==> src/rtl/dmux_pkg.sv <==
// dmux_pkg: shared definitions for the dmux_scan channel scanner.
//   state_t         scanner FSM states (IDLE, RUN)
//   NCH, SEL_W      channel count and select width of the 1-to-8 demux
//   FIRST_CH_UP/DN  channel a sweep begins on (ascending / descending)
//   LAST_CH_UP/DN   channel a sweep ends on   (ascending / descending)
//   first_ch, last_ch, next_ch  helpers that pick by scan direction
package dmux_pkg;

    typedef enum logic {
        IDLE = 1'b0,
        RUN  = 1'b1
    } state_t;

    localparam int NCH   = 8;
    localparam int SEL_W = 3;

    localparam logic [SEL_W-1:0] FIRST_CH_UP = 3'd0;
    localparam logic [SEL_W-1:0] LAST_CH_UP  = 3'd7;
    localparam logic [SEL_W-1:0] FIRST_CH_DN = 3'd7;
    localparam logic [SEL_W-1:0] LAST_CH_DN  = 3'd0;

    function automatic logic [SEL_W-1:0] first_ch(input logic down);
        return down ? FIRST_CH_DN : FIRST_CH_UP;
    endfunction

    function automatic logic [SEL_W-1:0] last_ch(input logic down);
        return down ? LAST_CH_DN : LAST_CH_UP;
    endfunction

    // Modulo-8 step; only used away from the last channel, so wrap is never
    // relied on here (wrap is handled explicitly by the FSM).
    function automatic logic [SEL_W-1:0] next_ch(input logic [SEL_W-1:0] cur,
                                                 input logic down);
        return down ? cur - 3'd1 : cur + 3'd1;
    endfunction

endpackage

==> src/rtl/dmux_dwell_cnt.sv <==
// dmux_dwell_cnt: loadable down-counter timing how long a channel is held.
//   clk       clock
//   rst       synchronous active-high reset, clears the count
//   load      load load_val this cycle (has priority over counting)
//   load_val  value to load (dwell length minus one)
//   en        allow decrementing; the count saturates at zero
//   zero      high while the count is zero (last cycle of the channel)
module dmux_dwell_cnt #(
    parameter int DWELL_W = 8
) (
    input  logic               clk,
    input  logic               rst,
    input  logic               load,
    input  logic [DWELL_W-1:0] load_val,
    input  logic               en,
    output logic               zero
);

    logic [DWELL_W-1:0] count;

    // NOTE: sequential state uses non-blocking (<=) so every register
    // samples pre-edge values regardless of block ordering.
    always_ff @(posedge clk) begin
        if (rst) begin
            count <= '0;
        end else if (load) begin
            count <= load_val;
        end else if (en && (count != '0)) begin
            count <= count - DWELL_W'(1);
        end
    end

    assign zero = (count == '0);

endmodule

==> src/rtl/dmux_scan.sv <==
// dmux_scan: channel scanner feeding a 1-to-8 demultiplexer. Steps sel through
// all eight channels, holding each for a programmable dwell, once (one-shot)
// or continuously, and gates the data bit with busy.
// Optional build macro: DMUX_SCAN_DIR_EN adds a 'dir' input (1 = descending).
//   clk        clock, rising edge
//   rst        synchronous active-high reset
//   start      begin a sweep (honoured only in IDLE, loses to stop)
//   stop       abort a sweep, back to IDLE without done
//   mode       0 = one-shot, 1 = continuous; latched at start
//   dwell      cycles per channel, 0 treated as 1; latched at start
//   dir        (DMUX_SCAN_DIR_EN only) scan direction, latched at start
//   a_in       data bit to distribute
//   a          a_in & busy (combinational)
//   sel        registered channel select
//   busy       high while sweeping
//   ch_strobe  one-cycle pulse in the first cycle of each channel
//   done       one-cycle pulse when a one-shot sweep completes
module dmux_scan
    import dmux_pkg::*;
#(
    parameter int DWELL_W = 8
) (
    input  logic               clk,
    input  logic               rst,
    input  logic               start,
    input  logic               stop,
    input  logic               mode,
    input  logic [DWELL_W-1:0] dwell,
`ifdef DMUX_SCAN_DIR_EN
    input  logic               dir,
`endif
    input  logic               a_in,
    output logic               a,
    output logic [SEL_W-1:0]   sel,
    output logic               busy,
    output logic               ch_strobe,
    output logic               done
);

    state_t             state, state_next;
    logic [SEL_W-1:0]   sel_next;
    logic               mode_q, mode_next;
    logic [DWELL_W-1:0] dlen_q, dlen_next;
    logic               strobe_next, done_next;
    logic               cnt_load, cnt_zero;
    logic [DWELL_W-1:0] cnt_val;
    logic               launch;
    logic               down_start, down_run;

    assign launch = (state == IDLE) && start && !stop;

`ifdef DMUX_SCAN_DIR_EN
    logic dir_q;

    always_ff @(posedge clk) begin
        if (rst) begin
            dir_q <= 1'b0;
        end else if (launch) begin
            dir_q <= dir;
        end
    end

    assign down_start = dir;
    assign down_run   = dir_q;
`else
    assign down_start = 1'b0;
    assign down_run   = 1'b0;
`endif

    always_ff @(posedge clk) begin
        if (rst) begin
            state     <= IDLE;
            sel       <= '0;
            mode_q    <= 1'b0;
            dlen_q    <= DWELL_W'(1);
            ch_strobe <= 1'b0;
            done      <= 1'b0;
        end else begin
            state     <= state_next;
            sel       <= sel_next;
            mode_q    <= mode_next;
            dlen_q    <= dlen_next;
            ch_strobe <= strobe_next;
            done      <= done_next;
        end
    end

    always_comb begin
        // NOTE: every output of this block gets a default first so no path
        // leaves it unassigned, which would infer a latch.
        state_next  = state;
        sel_next    = sel;
        mode_next   = mode_q;
        dlen_next   = dlen_q;
        strobe_next = 1'b0;
        done_next   = 1'b0;
        cnt_load    = 1'b0;
        cnt_val     = dlen_q - DWELL_W'(1);

        unique case (state)
            IDLE: begin
                sel_next = '0;
                if (launch) begin
                    state_next  = RUN;
                    mode_next   = mode;
                    dlen_next   = (dwell == '0) ? DWELL_W'(1) : dwell;
                    cnt_load    = 1'b1;
                    cnt_val     = dlen_next - DWELL_W'(1);
                    sel_next    = first_ch(down_start);
                    strobe_next = 1'b1;
                end
            end
            RUN: begin
                if (stop) begin
                    state_next = IDLE;
                    sel_next   = '0;
                end else if (cnt_zero) begin
                    if (sel != last_ch(down_run)) begin
                        sel_next    = next_ch(sel, down_run);
                        cnt_load    = 1'b1;
                        strobe_next = 1'b1;
                    end else if (mode_q) begin
                        sel_next    = first_ch(down_run);
                        cnt_load    = 1'b1;
                        strobe_next = 1'b1;
                    end else begin
                        state_next = IDLE;
                        sel_next   = '0;
                        done_next  = 1'b1;
                    end
                end
            end
            default: begin
                state_next = IDLE;
                sel_next   = '0;
            end
        endcase
    end

    dmux_dwell_cnt #(
        .DWELL_W (DWELL_W)
    ) u_dwell_cnt (
        .clk      (clk),
        .rst      (rst),
        .load     (cnt_load),
        .load_val (cnt_val),
        .en       (state == RUN),
        .zero     (cnt_zero)
    );

    assign busy = (state == RUN);
    assign a    = a_in & busy;

endmodule

==> config.mk <==
export PLATFORM = sky130hd
export DESIGN_NAME = dmux_scan
export DESIGN_NICKNAME = d
export VERILOG_FILES = /design/src/rtl/dmux_pkg.sv /design/src/rtl/dmux_dwell_cnt.sv /design/src/rtl/dmux_scan.sv
export SDC_FILE = /design/constraint.sdc
export NUM_CORES = 1
export LEC_CHECK = 0
export ABC_AREA = 1
export CAP_MARGIN = 20
export CORE_MARGIN = 2
export CORE_UTILIZATION = 45
export DETAILED_ROUTE_END_ITERATION = 16
export GPL_ROUTABILITY_DRIVEN = 0
export HOLD_SLACK_MARGIN = 0.06
export PLACE_DENSITY_LB_ADDON = 0.25
export SYNTH_ARGS = -nofsm -noshare
export SYNTH_HDL_FRONTEND = slang
export SYNTH_SLANG_ARGS = --single-unit
==> constraint.sdc <==
create_clock -name clk -period 1.65 [get_ports clk]
set_clock_uncertainty 0.15 [all_clocks]
set_input_delay 0.2475 -clock clk [delete_from_list [all_inputs] [get_ports clk]]
set_output_delay 0.2475 -clock clk [all_outputs]
set_load 0.02 [all_outputs]
* After elaboration in Yosys (flattened, before gate mapping)
Index checks and enable logic that the tools add are counted.
** Operators by class
- $add $sub $neg :: 4
- Eq/ne operators :: 2
- Multiplexer cells :: 19
- Bitwise logic cells :: 3
- Reduce and logical (&&, ||, !) cells :: 10
** Operator list (number)
- $mux 8 :: 5
- $sub 8x1->8 const B :: 3
- $logic_not 8->1 :: 2
- $mux 3 :: 3
- $mux 1 :: 8
- $reduce_bool 8->1 :: 1
- $pmux 3 s2 :: 1
- $reduce_or 5->1 :: 1
- $pmux 1 s2 :: 2
- $add 3x1->3 const B :: 1
- $logic_and 1x1->1 :: 3
- $ne 3x2->1 const B :: 1
- $ne 3x3->1 const B :: 1
- $not 1->1 :: 2
- $reduce_and 2->1 :: 1
- $reduce_bool 2->1 :: 1
- $and 1x1->1 :: 1
- $logic_not 1->1 :: 1
** Word-level totals
- Flip-flop bits (word level) :: 23
- Input port bits :: 14
- Logic and storage cells :: 45

* Longest topological paths before layout
Gate-level depths: netlist of run 1.
- Depth in word-level cells :: 6
- Mapped depth :: 12
- Mapped depth without buffers :: 12

* Cells and area by module
Synthesis of run 1 repeated with hierarchy kept, for this count alone.
** Unflattened totals
- Cells, all modules :: 253
- Area, all modules :: 1575.3 µm²
** Modules (own cells, without submodules)
- dmux_scan :: instances 1, cells each 152, area each 983.4 µm², sequential area each 300.3 µm²
- dmux_dwell_cnt :: instances 1, cells each 101, area each 591.8 µm², sequential area each 160.2 µm²

* Worst setup path before layout of run 1
No wires, ideal clock.
- Path type :: reg2reg
- Start point :: register sel[0]
- End point :: register u_dwell_cnt.count[0]
- Setup time :: 109 ps
- Data arrival time :: 1451 ps
- Path slack :: -60 ps
- Stages on the path, launching flop included :: 12
- Path buffers :: 1
- Cell sequence :: dfxtp_1 -> ha_1 -> ha_1 -> inv_1 -> nor2_1 -> o21ai_2 -> nand2_2 -> buf_6 -> nand3_1 -> nand3_1 -> nand2_1 -> inv_1
** Between the ends
- Cells in the longest elaborated chain, start to end :: 6
- Elaborated cells on any way between the ends :: 7
- Classes of those cells :: 1 x eq/ne; 5 x mux; 1 x reduce/logical
** RTL lines
- start, declared :: RTL line dmux_scan.sv:34 : output logic [SEL_W-1:0] sel,
- start signal, assigned :: RTL line dmux_scan.sv:80 : sel <= sel_next;
- $ne 3x3->1 (*) :: RTL line dmux_scan.sv:118 : if (sel != last_ch(down_run)) begin
- $mux 1 (*) :: RTL line dmux_scan.sv:118
- $mux 1 (*) :: RTL line dmux_scan.sv:117 : end else if (cnt_zero) begin
- $mux 1 (*) :: RTL line dmux_scan.sv:114 : if (stop) begin
- $pmux 1 s2 (*) :: RTL line dmux_scan.sv:100 : unique case (state)
- $mux 8 or $reduce_bool 2->1 (tied branches)
- end signal, assigned :: RTL line dmux_dwell_cnt.sv:27 : count <= load_val;
- end signal, assigned :: RTL line dmux_dwell_cnt.sv:29 : count <= count - DWELL_W'(1);
- end, declared :: RTL line dmux_dwell_cnt.sv:19 : logic [DWELL_W-1:0] count;
Every way passes the cells marked *; elsewhere a longest branch is shown, timed or not.
A chain may end at the register's enable or synchronous reset.

* Worst setup path in the final report of run 1
Same ends and word-level chain as after synthesis.

==> qor.txt, run 1 <==
Max-Cap Viols: 0
CP top delay family: flip-flops
GR Layer Usage met3: 4.83%
Post-Syn Instances: 226
I/O pins: 21
Crit path DAT: 1.77 ns
Syn avg cell area: 6.50 um2
Hold Crit Class: in2reg
Netlist cell types: 29
Maximum VDD drop: 0.759 mV
Post-route design area: 2230 um2
H-tree depth: 1
IO buf count: 20
Via count: 1693
Final WL: 4.30 mm
Syn. warnings: 0
Critical-path cell list: ha_4, ha_4, inv_4, nor2_4, o21ai_4, nand2_4, buf_8, nand3_4, nand3_2, nand2_2, inv_2
Post-synthesis mux area share: 0%
Synth Area in Compound Gates: 14.8%
Worst slew margin: 77.1%
Startpoint Class: flip-flop
Final hold violations: 0
Endpoints failing setup: 5
Core area: 3080 um2
DRT iter0 DRCs: 114
Asr flop ratio synth: 0%
CP Class: reg2reg
Final period utilization: 102%
CP max FO: 8
Sequential-to-total area share from yosys stat: 31.3%
Cell Rows: 20
Starting Density: 47.7%
Pins Over Slew Limit: 0
GR Layer Usage met2: 40.6%
Power density over the cells: 1120 nW/um2
RSZ-0062 raised after global routing: true
Leakage power: 1.08 nW
Reg clk slew, reported paths: 0.15 ns
Residual DRC: 0
CP endpoint kind: flip-flop
Die Span Y: 61.1 um
First-pass GRT wire length: 6.87 mm
Synth Area in Adders: 4.26%
Largest family of logic cells by synthesized area: simple AND/OR/NAND/NOR gates
Max Clk Rate: 594 MHz
Vias in the first global route: 1586
Yosys top cell area share: 31.3%
Total GRT Usage: 24.6%
Worst Path Buf+Inv: 3
TritonCTS clock tree: done
Main synth FF type: dfxtp_1
Area growth syn-to-layout: 51.8%
Final ANT Viol Nets: 0
Violated checks: negative setup slack
Synth area leaders: dfxtp_1 31%, nand2_1 11%, nand3_1 8.5%
Pin count of the biggest net entering global routing: 15
Post-DP HPWL: 3.07 mm
Post-synthesis instance area: 1470 um2
Most Crowded Layer GR: met2
Layout net count: 309
Final worst-path setup slack: -0.0336 ns
FF+latch count, synth: 23
Crit-path slowest cell: dfxtp_4
Pre-CTS WS: -0.471 ns
Run status: finished, violations left
Commonest cells post-synth: 42 x nand2_1, 30 x inv_1, 28 x nor2_1
Drt pass-1 iters: 5
Most frequent CP cell: ha_4
Initial antenna violation count: 0
ANT cells: 0
CTS max path bufs: 2
Min cycle time layout: 1.68 ns
Number of vias per cell: 5.08
Fillers: 261
Full die area: 3740 um2
Xor-xnor portion of the synthesized cell area: 1.79%
Max incr delay on CP: 0.38 ns
Clock buffer count from CTS: 3
Worst Tran Pin Value: 0.341 ns
Clk_lat worst skew: 0.33 ns
Root Buffer Master: clkbuf_4
Drt wl/cell: 12.9 um
Met1 layer usage reported by global route: 33.6%
Largest area contributor in the netlist: dfxtp_1
Share of layout cells above drive strength 1: 32.2%
Syn Nets: 245
Sink Count: 23
Cell with the most instances after synthesis: nand2_1
Req. time, crit path: 1.74 ns
Post-synth EDFFs: 0
Synth Area in Simple Gates: 37.6%
Grt total ovfl: 0
Die Wd: 61.1 um
DP Area: 2000 um2
[state kept, by name, indices dropped and copies added, names as in the netlist]
signal	flops
busy	1
done	1
mode_q	1
dlen_q	8
u_dwell_cnt.count	8
sel	3
ch_strobe	1
[repair_timing]
action	CTS	global route
buffers inserted	1	5
resized for setup	28	33
gates cloned	0	0
setup endpoints to repair	15	13
pin swaps	7	16
hold buffers	0	0
[where the power goes]
group / switching, mW / internal [mW] / total (mW)
logic: 0.828 / 0.605 / 1.43
registers: 0.106 / 0.668 / 0.775
clock network: 0.194 / 0.0929 / 0.287
total: 1.13 / 1.37 / 2.49
[layer usage]
layer	share of wire [%]	vias up
met2	50	32
met3	3.7	8
li1	-	872
met5	0	-
met1	45	781
met4	1.2	0
[stage by stage]
step                setup TNS, ns  utilization [%]  std cells  power [mW]  hold WS, ns
CTS                        -0.197             68.0        328        2.31        0.344
global placement            -2.58             64.8        323        1.91        0.295
global route               -0.663             72.4        333        2.68        0.253
detailed placement          -2.99             64.8        323        1.94        0.304
finish                     -0.123             72.4        333        2.49        0.207
floorplan                       0                -        226        1.52        0.167
[cells in the final DEF (no fill, tap or decap), drive strengths merged, types with 4 or more instances in the layout]
cell type / Yosys / final
a21oi: 11 / 11
buf: 4 / 43
clkbuf: 0 / 4
clkdlybuf4s50: 0 / 7
dfxtp: 23 / 23
dlygate4sd2: 0 / 7
dlymetal6s2s: 0 / 5
ha: 5 / 5
inv: 32 / 32
nand2: 44 / 44
nand3: 27 / 27
nand4: 6 / 6
nor2: 33 / 33
nor3: 9 / 9
o21ai: 23 / 23
[logic make-up (layout without fill, tap and decap cells)]
| logic type | after synthesis | after routing |
|---|---|---|
| and+or+nand+nor | 120 | 120 |
| xor gates and xnor gates | 3 | 3 |
| adders and majority gates | 5 | 5 |
| DFF | 23 | 23 |
| buffers and inverters | 36 | 99 |
| AOI/OAI and AO/OA | 39 | 39 |
[worst min-delay path: stages]
cell and delay, ns:
dlymetal6s2s_1 0.10, buf_4 0.11, inv_1 0.07, a21oi_1 0.13
[worst paths after layout]
kind              slack [ns]  cells after the start                    from                           endpoint
setup / recovery       -0.03                     11     sel[0]$_SDFFE_PP0P_  u_dwell_cnt.count[0]$_SDFFE_PP0P_
hold / removal          0.21                      4                dwell[5]             dlen_q[5]$_SDFFE_PP0P_
setup reg to reg       -0.03                     11     sel[0]$_SDFFE_PP0P_  u_dwell_cnt.count[0]$_SDFFE_PP0P_
hold reg to reg         0.35                      2  dlen_q[7]$_SDFFE_PP0P_             dlen_q[7]$_SDFFE_PP0P_
[area by class of cell]
type                       count  area (um2)  area share, %
multi-input combinational    167        1010           45.1
timing repair buffer          63         546           24.5
sequential                    23         468           21.0
inverter                      32         125           5.61
tap                           44        55.1           2.47
clock buffer                   3        22.5           1.01
clock inverter                 1        7.51          0.337
Power figures use the tool's default switching activity.
==> inputs of run 2 (changes only) <==
--- a/config.mk
+++ b/config.mk
@@ -7,12 +7,12 @@
 export LEC_CHECK = 0
 export ABC_AREA = 1
 export CAP_MARGIN = 20
-export CORE_MARGIN = 2
 export CORE_UTILIZATION = 45
 export DETAILED_ROUTE_END_ITERATION = 16
 export GPL_ROUTABILITY_DRIVEN = 0
 export HOLD_SLACK_MARGIN = 0.06
 export PLACE_DENSITY_LB_ADDON = 0.25
+export SLEW_MARGIN = 20
 export SYNTH_ARGS = -nofsm -noshare
 export SYNTH_HDL_FRONTEND = slang
 export SYNTH_SLANG_ARGS = --single-unit
==> qor.txt, run 2 (synthesized netlist as in run 1, its figures left out) <==
Initial antenna violation count: 0
Grt total ovfl: 0
Die Span Y: 59.1 um
Final WL: 3.94 mm
Die Wd: 59.1 um
Total GRT Usage: 24.4%
IO buf count: 20
Final ANT Viol Nets: 0
Residual DRC: 0
Final period utilization: 100%
Full die area: 3500 um2
Post-route design area: 2200 um2
CP Class: reg2reg
Drt wl/cell: 11.7 um
Layout net count: 312
Max incr delay on CP: 0.34 ns
Min cycle time layout: 1.65 ns
Drt pass-1 iters: 4
Worst Tran Pin Value: 0.462 ns
Leakage power: 1.08 nW
Hold Crit Class: in2reg
Most common cell after layout, fill and taps aside: buf_4
Cell Rows: 20
Share of layout cells above drive strength 1: 31.2%
CTS max path bufs: 2
TritonCTS clock tree: done
I/O pins: 21
Biggest regs: dlen_q (8), u_dwell_cnt.count (8), sel (3)
Endpoints failing setup: 1
Root Buffer Master: clkbuf_4
Final Util: 71.5%
Via count: 1674
Number of vias per cell: 4.98
Power Total: 2.37 mW
Final hold violations: 0
Clock buffer count from CTS: 3
Req. time, crit path: 1.74 ns
First-pass GRT wire length: 6.51 mm
Power density over the cells: 1080 nW/um2
Vias in the first global route: 1520
Area growth syn-to-layout: 49.7%
Post-DP HPWL: 2.91 mm
Run status: finished, violations left
Post-CTS Hold Buffers: 0
Worst slew margin: 68.9%
Sink Count: 23
Final worst-path setup slack: -0.00217 ns
Startpoint Class: flip-flop
Pre-CTS WS: -0.441 ns
Crit path DAT: 1.74 ns
Clk_lat worst skew: 0.32 ns
CP endpoint kind: flip-flop
Maximum VDD drop: 0.716 mV
Max Clk Rate: 605 MHz
Most frequent cells in the layout: 44 x buf_4, 39 x nand2_1, 26 x inv_1
Pins Over Slew Limit: 0
H-tree depth: 1
DRT iter0 DRCs: 95
Pin count of the biggest net entering global routing: 14
Reg clk slew, reported paths: 0.13 ns
Critical-path cell list: inv_1, ha_1, nand2_2, nor2_2, buf_4, nand4_1, nor3_1
Violated checks: negative setup slack
Crit-path slowest cell: dfxtp_1
RSZ-0062 raised after global routing: true
Max-Cap Viols: 0
DP Area: 2000 um2
Core area: 3080 um2
CP max FO: 4
Starting Density: 47.7%
ANT cells: 0
[run 2: where the power goes]
group	switching, mW	internal, mW	leakage, nW
clock network	0.180	0.0911	0.0177
registers	0.0960	0.666	0.190
logic	0.768	0.568	0.874
total	1.04	1.33	1.08
[run 2: final cells by class]
class / count / area (um2)
Multi-Input combinational cell: 167 / 973
Fill cell: 256 / 878
Timing Repair Buffer: 66 / 552
Sequential cell: 23 / 467
Inverter: 32 / 125
Tap cell: 44 / 55.1
Clock buffer: 3 / 22.5
Clock inverter: 1 / 5.00
[run 2: path summary, 6_finish.rpt]
kind / from / to / slack (ns) / depth (start not counted)
worst max-delay path: u_dwell_cnt.count[0]$_SDFFE_PP0P_ / done$_SDFF_PP0_ / -0.002 / 7
worst min-delay path: dwell[5] / dlen_q[5]$_SDFFE_PP0P_ / 0.21 / 4
worst max register to register: u_dwell_cnt.count[0]$_SDFFE_PP0P_ / done$_SDFF_PP0_ / -0.002 / 7
worst min register to register: dlen_q[7]$_SDFFE_PP0P_ / dlen_q[7]$_SDFFE_PP0P_ / 0.33 / 2
[run 2: through the flow]
stage                     std cells  hold WS, ns  TNS [ns]
final                           336        0.207  -0.00217
after detailed placement        325        0.291     -2.87
after global routing            336        0.254    -0.752
after global placement          325        0.294     -2.56
after CTS                       333        0.336    -0.128
after floorplan                 226        0.167         0
[run 2: routing by layer]
metal	global-route usage [%]	part of all wire [%]
met5	0	0
met1	34.3	47
met4	6.46	0.99
met3	5.46	5.6
met2	37.5	47
[run 2: what timing repair did]
action / 4_1_cts / 5_1_grt
setup endpoints to repair: 15 / 14
setup buffers: 4 / 3
resized for setup: 29 / 23
pin swaps: 4 / 12
[run 2: critical path: cells and delay by family (launching register included)]
kind | cells | cell delay [ns]
buffers and inverters | 2 | 0.23
adders and majority gates | 1 | 0.18
DFF | 1 | 0.34
and+or+nand+nor | 4 | 0.67
